<file path="config.mk">
export PLATFORM = sky130hd
export DESIGN_NAME = uart_mem_cmd_initiator
export DESIGN_NICKNAME = d
export VERILOG_FILES = /design/src/rtl/uart_mem_cmd_initiator.sv
export SDC_FILE = /design/constraint.sdc
export NUM_CORES = 1
export LEC_CHECK = 0
export CORE_UTILIZATION = 50
export CTS_CLUSTER_SIZE = 8
export DETAILED_ROUTE_END_ITERATION = 7
export GPL_ROUTABILITY_DRIVEN = 0
export PLACE_DENSITY = 0.79
export SLEW_MARGIN = 15
export SYNTH_ARGS = -nofsm -noshare
export SYNTH_HDL_FRONTEND = slang
export SYNTH_SLANG_ARGS = --single-unit
</file>
<file path="constraint.sdc">
create_clock -name clk -period 5.6 [get_ports clk]
set_clock_uncertainty 0.1 [all_clocks]
set_input_delay 0.56 -clock clk [delete_from_list [all_inputs] [get_ports clk]]
set_output_delay 0.56 -clock clk [all_outputs]
set_load 0.02 [all_outputs]
</file>
<file path="src/rtl/uart_mem_cmd_initiator.sv">
// Debug memory-access initiator: parses UART command frames, issues one memory
// request, serialises the reply. Optional macro UART_MEM_FRAME_TIMEOUT_EN adds an inter-byte gap timer.
module uart_mem_cmd_initiator #(
    parameter int RESP_TIMEOUT = 16,
    parameter int FRAME_GAP    = 4096
) (
    input  logic        clk,
    input  logic        reset,
    input  logic [7:0]  rx_byte,
    input  logic        rx_valid,
    output logic [7:0]  tx_byte,
    output logic        tx_valid,
    input  logic        tx_ready,
    input  logic        cpu_enable,
    output logic        mem_req,
    output logic        mem_type,
    output logic [8:0]  mem_addr,
    output logic        mem_rw,
    output logic [31:0] mem_wdata,
    input  logic        mem_resp_valid,
    input  logic [41:0] mem_resp_data,
    output logic        busy
);

    localparam int CNT_W = $clog2(RESP_TIMEOUT + 1);
    localparam logic [CNT_W-1:0] CNT_MAX  = CNT_W'(RESP_TIMEOUT);
    localparam logic [CNT_W-1:0] CNT_LAST = CNT_W'(RESP_TIMEOUT - 1);

    localparam logic [7:0] REPLY_ACK     = 8'hA5;
    localparam logic [7:0] REPLY_BUSY    = 8'hEB;
    localparam logic [7:0] REPLY_TIMEOUT = 8'hEE;

    typedef enum logic [2:0] {
        S_IDLE,
        S_ADDR,
        S_DATA,
        S_ISSUE,
        S_WAIT,
        S_TX
    } state_t;

    state_t           state_reg, state_next;
    logic             type_reg, type_next;
    logic             rw_reg, rw_next;
    logic [8:0]       addr_reg, addr_next;
    logic [31:0]      wdata_reg, wdata_next;
    logic [1:0]       data_cnt_reg, data_cnt_next;
    logic             req_reg, req_next;
    logic [CNT_W-1:0] resp_cnt_reg, resp_cnt_next;
    logic [47:0]      reply_reg, reply_next;
    logic [2:0]       tx_left_reg, tx_left_next;
    logic             tx_valid_reg, tx_valid_next;
    logic             gap_expired;
    logic             in_frame;

    assign in_frame = (state_reg == S_ADDR) || (state_reg == S_DATA);

`ifdef UART_MEM_FRAME_TIMEOUT_EN
    localparam int GAP_W = $clog2(FRAME_GAP + 1);

    logic [GAP_W-1:0] gap_cnt_reg, gap_cnt_next;

    assign gap_expired = in_frame && !rx_valid && (gap_cnt_reg == GAP_W'(FRAME_GAP - 1));

    always_comb begin
        gap_cnt_next = '0;
        if (in_frame && !rx_valid && !gap_expired)
            gap_cnt_next = gap_cnt_reg + 1'b1;
    end

    always_ff @(posedge clk or posedge reset) begin
        if (reset)
            gap_cnt_reg <= '0;
        else
            gap_cnt_reg <= gap_cnt_next;
    end
`else
    // Without the gap timer a partial frame simply waits; FRAME_GAP is kept
    // referenced so both builds share one parameter list.
    assign gap_expired = in_frame & 1'b0 & (FRAME_GAP != 0);
`endif

    always_comb begin
        state_next    = state_reg;
        type_next     = type_reg;
        rw_next       = rw_reg;
        addr_next     = addr_reg;
        wdata_next    = wdata_reg;
        data_cnt_next = data_cnt_reg;
        req_next      = req_reg;
        resp_cnt_next = resp_cnt_reg;
        reply_next    = reply_reg;
        tx_left_next  = tx_left_reg;
        tx_valid_next = tx_valid_reg;

        case (state_reg)
            S_IDLE: begin
                if (rx_valid) begin
                    rw_next    = rx_byte[7];
                    type_next  = rx_byte[6];
                    addr_next  = {rx_byte[0], 8'h00};
                    state_next = S_ADDR;
                end
            end

            S_ADDR: begin
                if (gap_expired) begin
                    state_next = S_IDLE;
                end else if (rx_valid) begin
                    addr_next[7:0] = rx_byte;
                    data_cnt_next  = 2'd0;
                    if (rw_reg) begin
                        state_next = S_DATA;
                    end else begin
                        // The request goes out on ISSUE entry unless the CPU owns the memories.
                        req_next      = !cpu_enable;
                        resp_cnt_next = '0;
                        state_next    = S_ISSUE;
                    end
                end
            end

            S_DATA: begin
                if (gap_expired) begin
                    state_next = S_IDLE;
                end else if (rx_valid) begin
                    wdata_next    = {wdata_reg[23:0], rx_byte};
                    data_cnt_next = data_cnt_reg + 2'd1;
                    if (data_cnt_reg == 2'd3) begin
                        req_next      = !cpu_enable;
                        resp_cnt_next = '0;
                        state_next    = S_ISSUE;
                    end
                end
            end

            S_ISSUE: begin
                if (resp_cnt_reg != CNT_MAX)
                    resp_cnt_next = resp_cnt_reg + 1'b1;
                if (!req_reg) begin
                    reply_next    = {REPLY_BUSY, 40'h0};
                    tx_left_next  = 3'd1;
                    tx_valid_next = 1'b1;
                    state_next    = S_TX;
                end else if (rw_reg) begin
                    req_next      = 1'b0;
                    reply_next    = {REPLY_ACK, 40'h0};
                    tx_left_next  = 3'd1;
                    tx_valid_next = 1'b1;
                    state_next    = S_TX;
                end else begin
                    state_next = S_WAIT;
                end
            end

            S_WAIT: begin
                // A response on the final counted cycle still wins over the timeout.
                if (mem_resp_valid) begin
                    req_next      = 1'b0;
                    reply_next    = {6'b0, mem_resp_data};
                    tx_left_next  = 3'd6;
                    tx_valid_next = 1'b1;
                    state_next    = S_TX;
                end else if (resp_cnt_reg >= CNT_LAST) begin
                    req_next      = 1'b0;
                    reply_next    = {REPLY_TIMEOUT, 40'h0};
                    tx_left_next  = 3'd1;
                    tx_valid_next = 1'b1;
                    state_next    = S_TX;
                end else if (resp_cnt_reg != CNT_MAX) begin
                    resp_cnt_next = resp_cnt_reg + 1'b1;
                end
            end

            S_TX: begin
                if (tx_ready) begin
                    reply_next   = {reply_reg[39:0], 8'h00};
                    tx_left_next = tx_left_reg - 3'd1;
                    if (tx_left_reg == 3'd1) begin
                        tx_valid_next = 1'b0;
                        state_next    = S_IDLE;
                    end
                end
            end

            default: begin
                state_next = S_IDLE;
            end
        endcase
    end

    always_ff @(posedge clk or posedge reset) begin
        if (reset) begin
            state_reg    <= S_IDLE;
            type_reg     <= 1'b0;
            rw_reg       <= 1'b0;
            addr_reg     <= '0;
            wdata_reg    <= '0;
            data_cnt_reg <= '0;
            req_reg      <= 1'b0;
            resp_cnt_reg <= '0;
            reply_reg    <= '0;
            tx_left_reg  <= '0;
            tx_valid_reg <= 1'b0;
        end else begin
            state_reg    <= state_next;
            type_reg     <= type_next;
            rw_reg       <= rw_next;
            addr_reg     <= addr_next;
            wdata_reg    <= wdata_next;
            data_cnt_reg <= data_cnt_next;
            req_reg      <= req_next;
            resp_cnt_reg <= resp_cnt_next;
            reply_reg    <= reply_next;
            tx_left_reg  <= tx_left_next;
            tx_valid_reg <= tx_valid_next;
        end
    end

    // The reply shifts out MSB byte first, so the head byte is always the top of the register.
    assign tx_byte   = reply_reg[47:40];
    assign tx_valid  = tx_valid_reg;
    assign mem_req   = req_reg;
    assign mem_type  = type_reg;
    assign mem_addr  = addr_reg;
    assign mem_rw    = rw_reg;
    assign mem_wdata = wdata_reg;
    assign busy      = (state_reg != S_IDLE);

endmodule

</file>
== Word-level counts from Yosys, hierarchy flattened ==
Index checks and enable logic that the tools add are counted.

* Add/subtract/negate cells: 3
* Equal/unequal tests: 19
* Multiplexer cells: 54
* Reductions and logical operators: 16
* Order comparisons: 1

{| class="wikitable"
|+ Operators with widths
! operator !! number
|-
| 48-bit two-way mux || 5
|-
| 48-bit case mux with 3 select lines || 1
|-
| 3-bit two-way mux || 13
|-
| 5-bit two-way mux || 7
|-
| 5-bit case mux with 4 select lines || 1
|-
| 3-bit case mux with 6 select lines || 1
|-
| 1-bit two-way mux || 17
|-
| 8-bit two-way mux || 2
|-
| 2-bit inequality test (second input constant) || 8
|-
| 8-bit case mux with 2 select lines || 1
|-
| 7-bit AND reduction || 2
|-
| 3-bit case mux with 3 select lines || 1
|-
| 3-bit by 1-bit equality test with 1-bit output (second input constant) || 2
|-
| 3-bit by 2-bit equality test with 1-bit output (second input constant) || 2
|-
| 3-bit equality test (second input constant) || 2
|-
| 3-bit inequality test (second input constant) || 2
|-
| 3-bit AND reduction || 2
|-
| 6-bit AND reduction || 1
|-
| 3-bit nonzero test || 2
|-
| 5-bit by 1-bit adder with 5-bit output (second input constant) || 1
|-
| 5-bit by 4-bit >= comparator with 1-bit output (second input constant) || 1
|-
| 5-bit inequality test (second input constant) || 1
|-
| 5-bit AND reduction || 1
|-
| 2-bit two-way mux || 2
|-
| 13 further kinds || 15
|}

* Input bits: 56
* Register bits: 106

== Longest topological paths before layout ==
* Depth in word-level cells: 5
* Gate-level depth with buffers: 8

== Worst setup path after synthesis ==
OpenSTA, ideal clock, no wires.

* Path kind: flip-flop to flip-flop
* Start point: register resp_cnt_reg[0]
* End point: register reply_reg[40]
* Setup slack: 3,443 ps
* Cell stages (with the launch flop): 9
* Buffers on the path: 1
* Required time: 5,375 ps
* Data arrival time: 1,931 ps
* Cells stage by stage: dfrtp_1 -> ha_1 -> and3_1 -> ha_1 -> nor3_1 -> nand3_1 -> nand2_4 -> buf_6 -> mux2_4

* Word-level cells in the longest chain between the ends: 3

{| class="wikitable"
|+ Ends and longest elaborated chain
! element !! line !! source
|-
| start, declared || 49 || <nowiki>logic [CNT_W-1:0] resp_cnt_reg, resp_cnt_next;</nowiki>
|-
| start signal, assigned || 213 || <nowiki>resp_cnt_reg <= resp_cnt_next;</nowiki>
|-
| 5-bit by 4-bit >= comparator with 1-bit output || 164 || <nowiki>end else if (resp_cnt_reg >= CNT_LAST) begin</nowiki>
|-
| 3-bit inequality test (no source line) || n/a ||
|-
| 4-bit AND reduction (no source line) || n/a ||
|-
| end signal, assigned || 214 || <nowiki>reply_reg <= reply_next;</nowiki>
|-
| end, declared || 50 || <nowiki>logic [47:0] reply_reg, reply_next;</nowiki>
|}

No other way between the ends.
A chain may end at the register's enable or synchronous reset.

== Worst setup path after layout ==
* Start point: register state_reg[0]
* End point: output busy

* Word-level cells in the longest chain between the ends: 1

{| class="wikitable"
|+ Ends and longest elaborated chain
! element !! line !! source
|-
| start, declared || 42 || <nowiki>state_t state_reg, state_next;</nowiki>
|-
| start signal, assigned || 206 || <nowiki>state_reg <= state_next;</nowiki>
|-
| 3-bit nonzero test || 228 || <nowiki>assign busy = (state_reg != S_IDLE);</nowiki>
|-
| end, declared || 22 || <nowiki>output logic busy</nowiki>
|}

No other way between the ends.

==> results.json <==
{
  "grt_pass1_vias": 3528,
  "drv_cap": 0,
  "drt-wirelength-per-cell_um": 15.8,
  "period_share_pct": 52.6,
  "synth-edff-count": 0,
  "worst_ir_drop_vdd_v": 0.000200,
  "yosysSeqAreaShare_pct": 53.2,
  "synthDistinctLibCells": 50,
  "cts_tree": "done",
  "tightest_slew_ps": 1100,
  "synthCells": 444,
  "drt_iter0_drc": 209,
  "slew_viol_final": 0,
  "rsz0062_at_grt": "false",
  "cts_buffers": 9,
  "ant_nets": 0,
  "whs_ps": 388,
  "worstPathMaxFanout": 31,
  "core-area_mm2": 0.00973,
  "yosys_register_bits": 106,
  "placed_cells": 652,
  "clock-sinks": 106,
  "io_pins": 110,
  "synthFlopType": "dfrtp_1",
  "num_rows": 36,
  "post-route-cell-area_mm2": 0.00622,
  "hold_viol_final": 0,
  "numPortBuffers": 109,
  "wirelength_um": 10500,
  "yosys.cell_count.top_type": "dfrtp_1",
  "final_core_util_pct": 64.0,
  "grtUsageTotal_pct": 21.6,
  "setup_tns_ps": 0,
  "leakagePower_nw": 2.61,
  "finalPower_mw": 3.16,
  "post-dp-hpwl_um": 7180,
  "clk-insertion-delay-late_ps": 370,
  "ys_warn_count": 0,
  "area_delta_synth_final_pct": 24.9,
  "setup_viol": 0,
  "firstDrtPassIters": 4,
  "htree_levels": 3,
  "cts.path.max_buffers": 2,
  "path_class": "reg -> out",
  "place_area_mm2": 0.00604,
  "post_cts_buffers": 0,
  "synth_common_cells": "dfrtp_1, o21ai_0, mux2_2",
  "power_density_mw_per_mm2": 508,
  "period_needed_ps": 2940,
  "arrival_ps": 2280,
  "n_fill_cell": 813,
  "reg2reg_depth": 4,
  "layout.nets": 592,
  "ff_latch_area_mm2": 0.00265,
  "multiInputGateArea_mm2": 0.00205,
  "hold_buffers": 0,
  "grt_pass1_wl_um": 17300,
  "max_freq_mhz": 340,
  "cts_resized": 0,
  "cts.clk_slew.worst_paths_ps": 90,
  "via_per_inst": 5.51,
  "synth_top_cell_by_area": "dfrtp_1",
  "synth_area_leaders": "dfrtp_1, mux2_2, o21ai_0",
  "synth_top_cell_area_share_pct": 53.2,
  "grt_max_degree": 59,
  "outcome": "finished, final reports clean",
  "n_antenna_cell": 0,
  "slew_headroom_pct": 26.8,
  "stdcell_count": 667,
  "dieArea_mm2": 0.0104,
  "cp-start-kind": "register",
  "largest_register_ff_count": 48,
  "gr-total-overflow": 0,
  "start_util_pct": 51.2,
  "antenna_found_initial": 0,
  "die_h_um": 102,
  "syn_area_per_cell_um2": 11.2,
  "whs_path_depth": 2,
  "synth_fp_nets": 506,
  "setup_ws_ps": 2660,
  "ys_async_sr_fraction_pct": 100,
  "syn_area_mm2": 0.00498,
  "drive_gt1_share_pct": 13.7,
  "die_w_um": 102,
  "post-place-ws_ps": 2960,
  "min_path_type": "reg -> reg",
  "cts_root_buf": "clkbuf_8",
  "cp-end-kind": "output pin",
  "route.vias.total": 3674,
  "remaining_drc_errors": 0,
  "crit_required_ps": 4940
}
## cells by family after synthesis
family | synth area share (%)
compound gates | 20.5
fa+ha+maj | 1.51
buf+inv | 5.75
flops | 53.2
mux | 10.6
simple gates | 8.41
## path summary, 6_finish.rpt
| kind | startpoint | end | slack, ps |
|---|---|---|---|
| setup / recovery | state_reg[0] | busy | 2660 |
| hold / removal | mem_addr[7] | mem_addr[7] | 390 |
| setup reg to reg | state_reg[0] | reply_reg[45] | 2980 |
| hold reg to reg | mem_addr[7] | mem_addr[7] | 390 |
| max in group asynchronous | reset | reply_reg[5] | 3770 |
| min in group asynchronous | reset | mem_wdata[13] | 550 |
## worst max-delay path, stage by stage (launching register included)
cell and delay, ps:
dfrtp_1 1080, or3_1 240, clkdlybuf4s50_1 600
## final cells by class
type | count | area share (%)
well taps | 133 | 2.67
repair buffers | 114 | 18.1
inverters | 11 | 0.704
multi-input cells | 288 | 32.9
clock buffers | 11 | 2.11
flip-flops and latches | 106 | 42.6
clock inverters | 4 | 0.864
## layer usage
| metal | track usage, % | share of wire [%] | routed length, um | up-vias |
|---|---|---|---|---|
| met5 | 0 | 0 | 0 | - |
| met4 | 7.80 | 1.8 | 187 | 0 |
| met3 | 4.24 | 3.9 | 409 | 13 |
| met2 | 34.9 | 50 | 5260 | 86 |
| met1 | 29.3 | 44 | 4660 | 1800 |
| li1 | - | - | - | 1775 |
## report_power, final
part	internal [mW]	switching, mW	total, mW
clock network	0.206	0.253	0.459
logic	0.670	0.759	1.43
registers	1.04	0.236	1.27
total	1.91	1.25	3.16
## cell usage in the layout, fill, tap and decap left out, types with 2 or more instances in the layout
| master | netlist | layout |
|---|---|---|
| clkbuf_8 | 0 | 9 |
| nand2_1 | 25 | 25 |
| nor2b_1 | 6 | 6 |
| o31ai_1 | 2 | 2 |
| o21ai_0 | 64 | 64 |
| o22ai_1 | 4 | 4 |
| mux2_2 | 37 | 37 |
| buf_4 | 16 | 5 |
| ha_1 | 6 | 6 |
| inv_2 | 2 | 2 |
| and2_1 | 3 | 3 |
| nand2b_1 | 6 | 6 |
| nor2_1 | 13 | 12 |
| nor3_1 | 5 | 5 |
| nor2_2 | 1 | 2 |
| o21ai_1 | 26 | 26 |
| clkinvlp_4 | 0 | 2 |
| or3_1 | 2 | 2 |
| and3_1 | 3 | 3 |
| o2bb2ai_1 | 2 | 2 |
| a21oi_1 | 10 | 10 |
| clkbuf_1 | 7 | 2 |
| and2b_1 | 2 | 2 |
| mux2_4 | 4 | 4 |
| a22o_1 | 8 | 8 |
| nand3_1 | 4 | 4 |
| dfrtp_1 | 106 | 106 |
| inv_1 | 9 | 8 |
| a22oi_1 | 32 | 32 |
| mux2i_1 | 4 | 4 |
| clkdlybuf4s50_1 | 0 | 109 |
No activity file was read; power rests on OpenSTA's default activity.
